**config.mk**
```make
export PLATFORM = sky130hd
export DESIGN_NAME = x_400_mod_113_serial
export DESIGN_NICKNAME = d
export VERILOG_FILES = /design/src/rtl/mod_113_pkg.sv /design/src/rtl/mod_113_fold17.sv /design/src/rtl/x_400_mod_113_serial.sv
export SDC_FILE = /design/constraint.sdc
export NUM_CORES = 1
export LEC_CHECK = 0
export BUFFER_PORTS_ARGS = -buffer_cell sky130_fd_sc_hd__buf_4
export CAP_MARGIN = 30
export CORE_MARGIN = 1.5
export CORE_UTILIZATION = 64
export DETAILED_ROUTE_END_ITERATION = 8
export PLACE_DENSITY = 0.93
export SKIP_LAST_GASP = 1
export SYNTH_ARGS = -nofsm -noshare
export SYNTH_HDL_FRONTEND = slang
export SYNTH_HIERARCHICAL = 1
export SYNTH_SLANG_ARGS = --single-unit
```
**constraint.sdc**
```tcl
create_clock -name clk -period 36 [get_ports clk]
set_clock_uncertainty 0.15 [all_clocks]
set_input_delay 3.6 -clock clk [delete_from_list [all_inputs] [get_ports clk]]
set_output_delay 3.6 -clock clk [all_outputs]
set_load 0.01 [all_outputs]
```
**src/rtl/mod_113_pkg.sv**
```systemverilog
// Shared constants and state type for the word-serial mod-113 residue engine.
package mod_113_pkg;

   localparam int         WORD_W    = 16;
   localparam int         N_BEATS   = 25;
   localparam logic [6:0] MOD       = 7'd113;
   localparam logic [6:0] POW16     = 7'd109;
   localparam logic [6:0] POW7      = 7'd15;
   localparam logic [6:0] POW14     = 7'd112;
   localparam logic [4:0] LAST_BEAT = 5'd24;

   typedef enum logic [0:0] {
      LOAD = 1'b0,
      HOLD = 1'b1
   } state_e;

endpackage

```
**src/rtl/mod_113_fold17.sv**
```systemverilog
// Combinational reduction of a 17-bit value to its residue mod 113.
module mod_113_fold17
   import mod_113_pkg::*;
(
   input  logic [17:1] v,
   output logic [7:1]  r
);

   logic [12:1] f1_s;
   logic [9:1]  f2_s;
   logic [8:1]  f3_s;

   // Weights: bit 8 is 2^7 == 15, bit 15 is 2^14 == 112; each refold shrinks the range.
   always_comb begin
      f1_s = 12'(v[7:1]) + 12'(v[14:8]) * 12'(POW7) + 12'(v[17:15]) * 12'(POW14);
      f2_s = 9'(f1_s[7:1]) + 9'(f1_s[12:8]) * 9'(POW7);
      f3_s = 8'(f2_s[7:1]) + 8'(f2_s[9:8]) * 8'(POW7);
      if (f3_s >= 8'(MOD)) begin
         r = 7'(f3_s - 8'(MOD));
      end else begin
         r = f3_s[7:1];
      end
   end

endmodule

```
**src/rtl/x_400_mod_113_serial.sv**
```systemverilog
// Accepts a 400-bit operand as 25 MSB-first 16-bit beats and returns X mod 113.
module x_400_mod_113_serial
   import mod_113_pkg::*;
(
   input  logic        clk,
   input  logic        rst,
   input  logic        in_valid,
   output logic        in_ready,
   input  logic [16:1] in_data,
   output logic        out_valid,
   input  logic        out_ready,
   output logic [7:1]  R
);

   state_e      state_q, state_d;
   logic [4:0]  cnt_q, cnt_d;
   logic [7:1]  acc_q, acc_d;
   logic [7:1]  r_q, r_d;
   logic [17:1] sum_s;
   logic [7:1]  acc_next_s;

   // Horner step: 2^16 == 109 mod 113, so the running residue is scaled by 109.
   assign sum_s = 17'(acc_q) * 17'(POW16) + 17'(in_data);

   mod_113_fold17 u_fold (
      .v (sum_s),
      .r (acc_next_s)
   );

   always_comb begin
      state_d = state_q;
      cnt_d   = cnt_q;
      acc_d   = acc_q;
      r_d     = r_q;
      case (state_q)
         LOAD: begin
            if (in_valid) begin
               if (cnt_q == LAST_BEAT) begin
                  r_d     = acc_next_s;
                  state_d = HOLD;
                  cnt_d   = 5'd0;
                  acc_d   = 7'd0;
               end else begin
                  cnt_d = cnt_q + 5'd1;
                  acc_d = acc_next_s;
               end
            end else begin
               state_d = LOAD;
            end
         end
         HOLD: begin
            if (out_ready) begin
               state_d = LOAD;
            end else begin
               state_d = HOLD;
            end
         end
         default: begin
            state_d = LOAD;
         end
      endcase
   end

   always_ff @(posedge clk) begin
      if (rst) begin
         state_q <= LOAD;
         cnt_q   <= 5'd0;
         acc_q   <= 7'd0;
         r_q     <= 7'd0;
      end else begin
         state_q <= state_d;
         cnt_q   <= cnt_d;
         acc_q   <= acc_d;
         r_q     <= r_d;
      end
   end

   assign in_ready  = (state_q == LOAD);
   assign out_valid = (state_q == HOLD);
   assign R         = r_q;

endmodule

```
# [Word-level counts from Yosys, hierarchy flattened]
# Index checks and enable logic that the tools add are counted.
# W data, S select, Z words.
[op_classes] add_sub_neg=7 n_reduce_logical=2 muxes=7 order_cmp=1 bitwise_logic=1 multipliers=5 eq_ne=1
[op_table] operator="$add A14 B16 Y17" count=1
[op_table] operator="$mul A7 B7 Y14 const B" count=1
[op_table] operator="$mux W7" count=2
[op_table] operator="$add A12 B10 Y12" count=1
[op_table] operator="$add A7 B11 Y12" count=1
[op_table] operator="$mul A7 B4 Y11 const B" count=1
[op_table] operator="$add A7 B9 Y9" count=1
[op_table] operator="$mul A5 B4 Y9 const B" count=1
[op_table] operator="$add A7 B6 Y8" count=1
[op_table] operator="$ge A8 B7 Y1 const B" count=1
[op_table] operator="$sub A7 B7 Y7 const B" count=1
[op_table] operator="$mul A2 B4 Y6 const B" count=1
[op_table] operator="$mul A3 B3 Y6 const B" count=1
[op_table] operator="$add A5 B1 Y5 const B" count=1
[op_table] operator="$eq A5 B5 Y1 const B" count=1
[op_table] operator="$mux W5" count=1
[op_table] operator="$mux W1" count=3
[op_table] operator="$reduce_and A3 Y1" count=1
[op_table] operator="$pmux W1 S2" count=1
[op_table] operator="$reduce_and A2 Y1" count=1
[op_table] operator="$not A1 Y1" count=1
[totals] out_inout_bits=9 inputBits=20 reg_bits=20 elab_cells=28

# [Depth between registers and ports, before layout]
# Gate-level depths: netlist of run 1.
[depth] word_depth=12 mapped_depth=58 depth_no_buf=56

# [Modules after synthesis]
# The synthesis of run 1 kept the hierarchy.
[by_module_without_submodules] mod="mod_113_fold17" instances=1 cells_per_inst=313 area_per_inst_um2=2686.3 seq_area_each_um2=0.0
[by_module_without_submodules] mod="x_400_mod_113_serial" instances=1 cells_per_inst=279 area_per_inst_um2=2507.4 seq_area_each_um2=400.4

# [Worst setup path after synthesis of run 1]
# Ideal clock, no wire load.
[synth_timing] path_type="input port to flip-flop" from="in in_data[7] in the netlist's numbering" to="reg acc_q[5] in the netlist's numbering" path_slack_ns=20.045 stages=46 n_path_buf=0 arrival_time_ns=15.677 t_required_ns=35.722 setup_ns=0.128 cell_sequence="fa_1 > inv_1 > fa_1 > fa_1 > inv_1 > ha_1 > a21oi_1 > o21ai_2 > a21oi_4 > mux2i_1 > a2111oi_2 > fa_1 > ha_1 > inv_1 > fa_1 > inv_1 > fa_1 > inv_1 > [10 not listed] > fa_1 > inv_1 > ha_1 > nor2b_1 > o31a_2 > or4_1 > o311a_1 > fa_1 > inv_1 > ha_1 > a21o_1 > a21oi_1 > o21a_1 > xor2_2 > nand2_1 > a311o_1 > a22oi_1 > nor2_1"
[synth_via] elab_cells_between_ends=13 cone_classes="add/sub (6); mul (4); order compare (1); mux (2)"
[synth_lines] item="start: declaration" line="x_400_mod_113_serial.sv:9" source="input logic [16:1] in_data,"
[synth_lines] item="$add A14 B16 Y17 (*)" line="x_400_mod_113_serial.sv:23" source="assign sum_s = 17'(acc_q) * 17'(POW16) + 17'(in_data);"
[synth_lines] item="net sum_s (one bit)" line="x_400_mod_113_serial.sv:19" source="logic [17:1] sum_s;"
[synth_lines] item="$mul A3 B3 Y6 (*)" line="mod_113_fold17.sv:15" source="f1_s = 12'(v[7:1]) + 12'(v[14:8]) * 12'(POW7) + 12'(v[17:15]) * 12'(POW14);"
[synth_lines] item="$add A12 B10 Y12 (*)" line="mod_113_fold17.sv:15"
[synth_lines] item="$mul A5 B4 Y9" line="mod_113_fold17.sv:16" source="f2_s = 9'(f1_s[7:1]) + 9'(f1_s[12:8]) * 9'(POW7);"
[synth_lines] item="$add A7 B9 Y9 (*)" line="mod_113_fold17.sv:16"
[synth_lines] item="$mul A2 B4 Y6" line="mod_113_fold17.sv:17" source="f3_s = 8'(f2_s[7:1]) + 8'(f2_s[9:8]) * 8'(POW7);"
[synth_lines] item="$add A7 B6 Y8 (*)" line="mod_113_fold17.sv:17"
[synth_lines] item="$sub A7 B7 Y7 / $ge A8 B7 Y1 (equally long branches)" line="mod_113_fold17.sv:19, mod_113_fold17.sv:18"
[synth_lines] item="$mux W7 (*)" line="mod_113_fold17.sv:18" source="if (f3_s >= 8'(MOD)) begin"
[synth_lines] item="net acc_next_s (one bit)" line="x_400_mod_113_serial.sv:20" source="logic [7:1] acc_next_s;"
[synth_lines] item="$mux W7 (*)" line="x_400_mod_113_serial.sv:38" source="if (cnt_q == LAST_BEAT) begin"
[synth_lines] item="end signal: assignment" line="x_400_mod_113_serial.sv:68" source="acc_q <= 7'd0;"
[synth_lines] item="end signal: assignment" line="x_400_mod_113_serial.sv:73" source="acc_q <= acc_d;"
[synth_lines] item="end: declaration" line="x_400_mod_113_serial.sv:17" source="logic [7:1] acc_q, acc_d;"
# Mark *: on every way through the listed nets, which the timed path passes. The rest lies on a longest branch.
# A chain may end at the register's enable or synchronous reset.

# [Final worst setup path of run 1]
[layout_timing] from="in in_data[7] in the netlist's numbering" to="reg acc_q[4] in the netlist's numbering"
# The elaborated chain is that of the path after synthesis.

==> metrics.md, run 1 <==
| Metric | Value |
|---|---|
| Site Rows | `32` |
| Full die area | `0.00866 mm^2` |
| Post-DRT Antenna Nets | `0` |
| Tcrit/Tclk final | `0.471` |
| Root buffer cell | `clkbuf_8` |
| Total CTS buffers | `3` |
| CTS tree | `done` |
| Syn Inst Count | `592` |
| Final WS setup | `19050 ps` |
| Crit path largest cell delay | `720 ps` |
| Min-delay src | `cnt_q[1]$_SDFFE_PP0P_` |
| Syn Std Cell Area | `0.00519 mm^2` |
| I/O Buffers | `28` |
| Synth Flop Type | `dfxtp_1` |
| Achievable frequency | `59.0 MHz` |
| Cts hold-fix bufs | `0` |
| Min Tclk post-route | `16960 ps` |
| Post-synth EDFFs | `0` |
| CP required | `36050 ps` |
| Initial core utilization | `0.665` |
| WHS | `359 ps` |
| Clock sink count | `20` |
| Max-slew headroom | `0.498` |
| Setup TNS | `0 ps` |
| Final setup vio count | `0` |
| Multi-input logic area | `0.00415 mm^2` |
| Crit. End Element | `flop` |
| GP Congestion | `0.853` |
| Syn Nets | `771` |
| Crit-path slowest cell | `a2111oi_2` |
| Post-CTS Resized | `0` |
| Critical path arrival | `17000 ps` |
| # IOs | `29` |
| Nets@finish | `796` |
| Sequential share of the synthesized area | `0.0771` |
| Synth Warn # | `6` |
| Post-DP HPWL | `9210 um` |
| GRT Util Overall | `0.258` |
| Worst Reg2Reg Path Length in Cells | `52` |
| Core ar. | `0.00781 mm^2` |
| Clock Latency Late Sink | `260 ps` |
| Slew of the pin with the lowest slew margin | `751 ps` |
| Setup bufs post-CTS | `0` |
| Via density | `5.60` |
| CP startpoint kind | `primary input` |
| Place WS | `18850 ps` |
| Register area | `400 um^2` |
| Yosys cell types | `64` |
| Clock buffer depth | `2` |
| Clock-pin slew on the worst setup and hold paths | `70 ps` |
| FILL cells | `550` |
| Status | `finished, final reports clean` |
| Critical path peak fanout | `5` |
| Post-synthesis register bit count | `20` |
| Vias in the first global route | `4266` |
| Synthesized area per cell | `8.77 um^2` |
| Initial DRT Pass Iterations | `4` |
| Diode count | `0` |
| Fin. Hold Viols | `0` |
| Die Ht | `93.1 um` |
| First-pass GRT wire length | `18300 um` |
| Class of the worst hold path | `reg2reg` |
| Die W | `93.1 um` |
| Largest net degree at the start of global routing | `15` |
| CP most frequent cell | `inv_1` |
| Area growth from synthesis to layout | `6.60%` |
| Reg2reg setup slack | `21840 ps` |
| Initial antenna violation count | `0` |
| Kind of critical path | `in2reg` |
| Reg2reg end | `acc_q[4]$_SDFFE_PP0P_` |
| RR Startpoint | `acc_q[2]$_SDFFE_PP0P_` |
| Maxcap violations | `0` |
| Placed cell area | `0.00548 mm^2` |
| H-tree Lvls | `1` |
| Post-DR wirelength/cell | `14.4 um` |
| Layout cells sized above 1 | `0.0942` |
| Drt first-iter violations | `117` |
| RSZ-0062 raised after global routing | `false` |
| Final Max Slew Viols | `0` |
| Hold path cells | `2` |
| GR Overflow Total | `0` |
| Post-route DRC violation count | `0` |
| Final instance area | `0.00554 mm^2` |
| Synth async-reset ratio | `0` |
| Final wirelength | `10300 um` |
| Total number of vias | `4019` |
| Hold Path End | `cnt_q[1]$_SDFFE_PP0P_` |
area by class of cell:
class	count	share of cell area
repair buffers	28	0.0380
clock buffers	4	0.00994
inverters	157	0.106
well taps	102	0.0231
multi-input cells	407	0.750
flip-flops and latches	20	0.0723
flip-flops by register name, summed over array words and instances (netlist names):
register and flops:
R 7, acc_q 7, cnt_q 5, out_valid 1
cell usage in the layout (no fill, tap or decap), drive strengths merged, types with 3 or more instances in the layout:
cell type / count
inv: 157
ha: 102
fa: 57
nor2: 35
buf: 28
nand2: 27
a21oi: 27
xor2: 21
xnor2: 21
dfxtp: 20
a21o: 15
o21ai: 13
mux2i: 8
nand3: 5
nand4: 5
a211oi: 5
o21bai: 4
and2: 4
o21a: 4
a22oi: 4
clkbuf: 4
nand2b: 4
and3: 4
nor3: 4
or2: 4
a311o: 3
a221oi: 3
cell families (layout without fill, tap and decap cells):
logic type / count (synthesis) / count (layout) / share of synthesized area
buf+inv: 165 / 189 / 0.123
xor+xnor: 42 / 42 / 0.0773
fa+ha+maj: 159 / 159 / 0.465
mux: 10 / 10 / 0.0205
flops: 20 / 20 / 0.0771
simple gates: 101 / 101 / 0.0956
compound gates: 95 / 95 / 0.141
cell usage after synthesis, types with 2 or more instances:
| master | number | area (um^2) |
|---|---|---|
| o21a_1 | 4 | 30.0 |
| mux2i_1 | 8 | 80.1 |
| a311o_1 | 3 | 30.0 |
| or2_2 | 2 | 12.5 |
| o21ai_2 | 3 | 26.3 |
| nand2b_1 | 4 | 25.0 |
| a21oi_1 | 24 | 120 |
| nor3_1 | 3 | 15.0 |
| nand4_1 | 5 | 31.3 |
| a221o_1 | 2 | 20.0 |
| buf_6 | 2 | 22.5 |
| o221ai_1 | 2 | 17.5 |
| or3_1 | 2 | 12.5 |
| and2_1 | 4 | 25.0 |
| a211oi_1 | 4 | 30.0 |
| nor2_1 | 35 | 131 |
| a2111oi_2 | 2 | 30.0 |
| dfxtp_1 | 20 | 400 |
| xnor2_1 | 19 | 166 |
| ha_1 | 102 | 1280 |
| a21oi_2 | 2 | 17.5 |
| a21o_1 | 15 | 113 |
| fa_1 | 57 | 1140 |
| nor2b_1 | 2 | 12.5 |
| nand3_1 | 5 | 25.0 |
| or2_1 | 2 | 12.5 |
| o21ai_0 | 9 | 45.0 |
| nand2_1 | 27 | 101 |
| a221oi_1 | 2 | 17.5 |
| inv_1 | 157 | 589 |
| buf_2 | 4 | 20.0 |
| o21bai_1 | 4 | 30.0 |
| xor2_1 | 20 | 175 |
| a22oi_1 | 4 | 30.0 |
| and3_1 | 3 | 18.8 |
critical path, delay by kind of cell:
| family | cells | cell delay, ps |
|---|---|---|
| multiplexers | 2 | 500 |
| buffers and inverters | 12 | 740 |
| adder cells (fa/ha/maj) | 16 | 6830 |
| AO/OA/AOI/OAI | 11 | 3360 |
| XOR/XNOR | 4 | 910 |
| AND/OR/NAND/NOR | 5 | 1030 |
stage by stage:
stage | std cells | utilization
after CTS | 718 | 0.709
after global placement | 714 | 0.702
after detailed placement | 714 | 0.702
after floorplan | 592 | -
after global routing | 718 | 0.709
final | 718 | 0.709
worst max path at each step:
| stage | from | end | slack [ps] | depth (start not counted) |
|---|---|---|---|---|
| 4_1_cts | in_data[7] | acc_q[4]$_SDFFE_PP0P_ | 19060 | 50 |
| 2_1_floorplan | in_data[7] | acc_q[5]$_SDFFE_PP0P_ | 20050 | 46 |
| 3_3_place_gp | in_data[7] | R[4]$_SDFFE_PP0P_ | 19290 | 50 |
| 6_report | in_data[7] | acc_q[4]$_SDFFE_PP0P_ | 19050 | 50 |
| 5_1_grt | in_data[7] | acc_q[4]$_SDFFE_PP0P_ | 18270 | 50 |
| 3_5_place_dp | in_data[7] | acc_q[4]$_SDFFE_PP0P_ | 18850 | 50 |
layer usage:
layer | share of wire | GRT usage
met1 | 0.41 | 0.310
met4 | 0.027 | 0.0909
met2 | 0.52 | 0.468
met3 | 0.037 | 0.0333
met5 | 0 | 0
Power of run 1 is not shown: default switching activity piles up to over one toggle a cycle in this logic, so the estimate is an artifact.
==> run 2: changes to the inputs <==
CORE_UTILIZATION = 58   (was 64)
PLACE_DENSITY = 0.89   (was 0.93)
clock period = 15.1 ns   (was 36 ns; I/O delays follow)
==> metrics.md, run 2 (same netlist as run 1, synthesis figures left out) <==
| Metric | Value |
|---|---|
| Tcrit/Tclk final | `0.948` |
| # IOs | `29 (unchanged)` |
| Placed cell area | `0.00550 mm^2 (was 0.00548 mm^2)` |
| Largest net degree at the start of global routing | `15 (unchanged)` |
| H-tree Lvls | `1 (unchanged)` |
| I/O Buffers | `28 (unchanged)` |
| CP most frequent cell | `fa_1 (was inv_1)` |
| Setup TNS | `0 ps (unchanged)` |
| Final Max Slew Viols | `0 (unchanged)` |
| Total CTS buffers | `3 (unchanged)` |
| Fin util | `0.638 (was 0.709)` |
| Critical path peak fanout | `5 (unchanged)` |
| Total number of vias | `3888 (was 4019)` |
| Clock sink count | `20 (unchanged)` |
| Die Ht | `97.6 um (was 93.1 um)` |
| Max-slew headroom | `0.557 (was 0.498)` |
| First-pass GRT wire length | `17400 um (was 18300 um)` |
| Maxcap violations | `0 (unchanged)` |
| Final setup vio count | `0 (unchanged)` |
| Full die area | `0.00953 mm^2 (was 0.00866 mm^2)` |
| Initial antenna violation count | `0 (unchanged)` |
| Kind of critical path | `in2reg (unchanged)` |
| Die W | `97.6 um (was 93.1 um)` |
| Most frequent cells in the layout | `157 x inv_1, 102 x ha_1, 57 x fa_1 (unchanged)` |
| Clock Latency Late Sink | `260 ps (about the same)` |
| Drt first-iter violations | `146 (was 117)` |
| RSZ-0062 raised after global routing | `false (unchanged)` |
| Post-DP HPWL | `8740 um (was 9210 um)` |
| WP buf/inv | `10 (was 12)` |
| Critical path arrival | `14300 ps (was 17000 ps)` |
| CP startpoint kind | `primary input (unchanged)` |
| Post-DR wirelength/cell | `13.5 um (was 14.4 um)` |
| Worst path top cell family by delay | `adder cells (unchanged)` |
| Class of the worst hold path | `reg2reg (unchanged)` |
| Initial DRT Pass Iterations | `5 (was 4)` |
| Post-route DRC violation count | `0 (unchanged)` |
| Fin. Hold Viols | `0 (unchanged)` |
| Crit-path slowest cell | `fa_1 (was a2111oi_2)` |
| Crit path largest cell delay | `610 ps (was 720 ps)` |
| Site Rows | `34 (was 32)` |
| Final wirelength | `9810 um (was 10300 um)` |
| Core ar. | `0.00868 mm^2 (was 0.00781 mm^2)` |
| CTS tree | `done (unchanged)` |
| Root buffer cell | `clkbuf_8 (unchanged)` |
| Layout cells sized above 1 | `0.0942 (unchanged)` |
| Crit. End Element | `flop (unchanged)` |
| Area growth from synthesis to layout | `6.62% (was 6.60%)` |
| Min Tclk post-route | `14310 ps` |
| Diode count | `0 (unchanged)` |
| GP Congestion | `0.899 (was 0.853)` |
| Final instance area | `0.00554 mm^2 (about the same)` |
| Nets@finish | `797 (was 796)` |
| Cts hold-fix bufs | `0 (unchanged)` |
| Place WS | `411 ps (was 18850 ps)` |
| CP required | `15100 ps (was 36050 ps)` |
| Clock-pin slew on the worst setup and hold paths | `60 ps (was 70 ps)` |
| Slew of the pin with the lowest slew margin | `660 ps (was 751 ps)` |
| Via density | `5.37 (was 5.60)` |
| GR Overflow Total | `0 (unchanged)` |
| Most common cell after layout, fill and taps aside | `inv_1 (unchanged)` |
| GRT Util Overall | `0.216 (was 0.258)` |
| FILL cells | `670 (was 550)` |
| Post-DRT Antenna Nets | `0 (unchanged)` |
| Final WS setup | `792 ps (was 19050 ps)` |
| Clock buffer depth | `2 (unchanged)` |
| Vias in the first global route | `4166 (was 4266)` |
| Status | `finished, final reports clean (unchanged)` |
| Initial core utilization | `0.598 (was 0.665)` |
| Achievable frequency | `69.9 MHz` |
==> run 2: cell types whose count changed in the layout (fill, tap and decap cells not counted) <==
cell      change
o311ai_0      -1
buf_4         +1
clkbuf_8      -1
o311ai_1      +1
==> run 2: cell type report <==
type                            instances  area (um^2)  share of cell area
Inverter                              157          589               0.106
Sequential cell                        20          400              0.0723
Tap cell                              108          135              0.0244
Multi-Input combinational cell        407         4150               0.750
Timing Repair Buffer                   29          218              0.0393
Clock buffer                            3         41.3             0.00746
==> run 2: path summary, 6_finish.rpt <==
kind / from / endpoint / slack (ps) / depth (start not counted)
worst max-delay path: in_data[7] / R[6]$_SDFFE_PP0P_ / 790 / 46
worst min-delay path: R[7]$_SDFFE_PP0P_ / R[7]$_SDFFE_PP0P_ / 340 / 2
worst max register to register: acc_q[2]$_SDFFE_PP0P_ / R[6]$_SDFFE_PP0P_ / 1260 / 49
worst min register to register: R[7]$_SDFFE_PP0P_ / R[7]$_SDFFE_PP0P_ / 340 / 2
==> run 2: worst reg2reg max path: cells and delay by family, from the launching register on <==
family	cells	cell delay, ps
adder cells (fa/ha/maj)	17	7250
AO/OA/AOI/OAI	13	3440
AND/OR/NAND/NOR	6	990
multiplexers	2	540
flip-flops	1	470
buffers and inverters	9	470
XOR/XNOR	2	450
==> run 2: per-stage QoR <==
| step | cells | hold WS, ps |
|---|---|---|
| floorplan | 592 | 310 |
| global placement | 721 | 327 |
| detailed placement | 721 | 338 |
| CTS | 724 | 355 |
| global route | 724 | 374 |
| finish | 724 | 343 |
==> run 2: timing repair <==
item                                    4_1_cts  5_1_grt
endpoints found under the setup margin        0        2
resized for setup                             0        1
setup buffers                                 0        0
==> run 2: layer usage <==
| layer | part of all wire | global-route usage |
|---|---|---|
| met3 | 0.036 | 0.0237 |
| met2 | 0.52 | 0.399 |
| met1 | 0.43 | 0.269 |
| met4 | 0.018 | 0.0495 |
| met5 | 0 | 0 |
Power of run 2 is left out for the same reason.
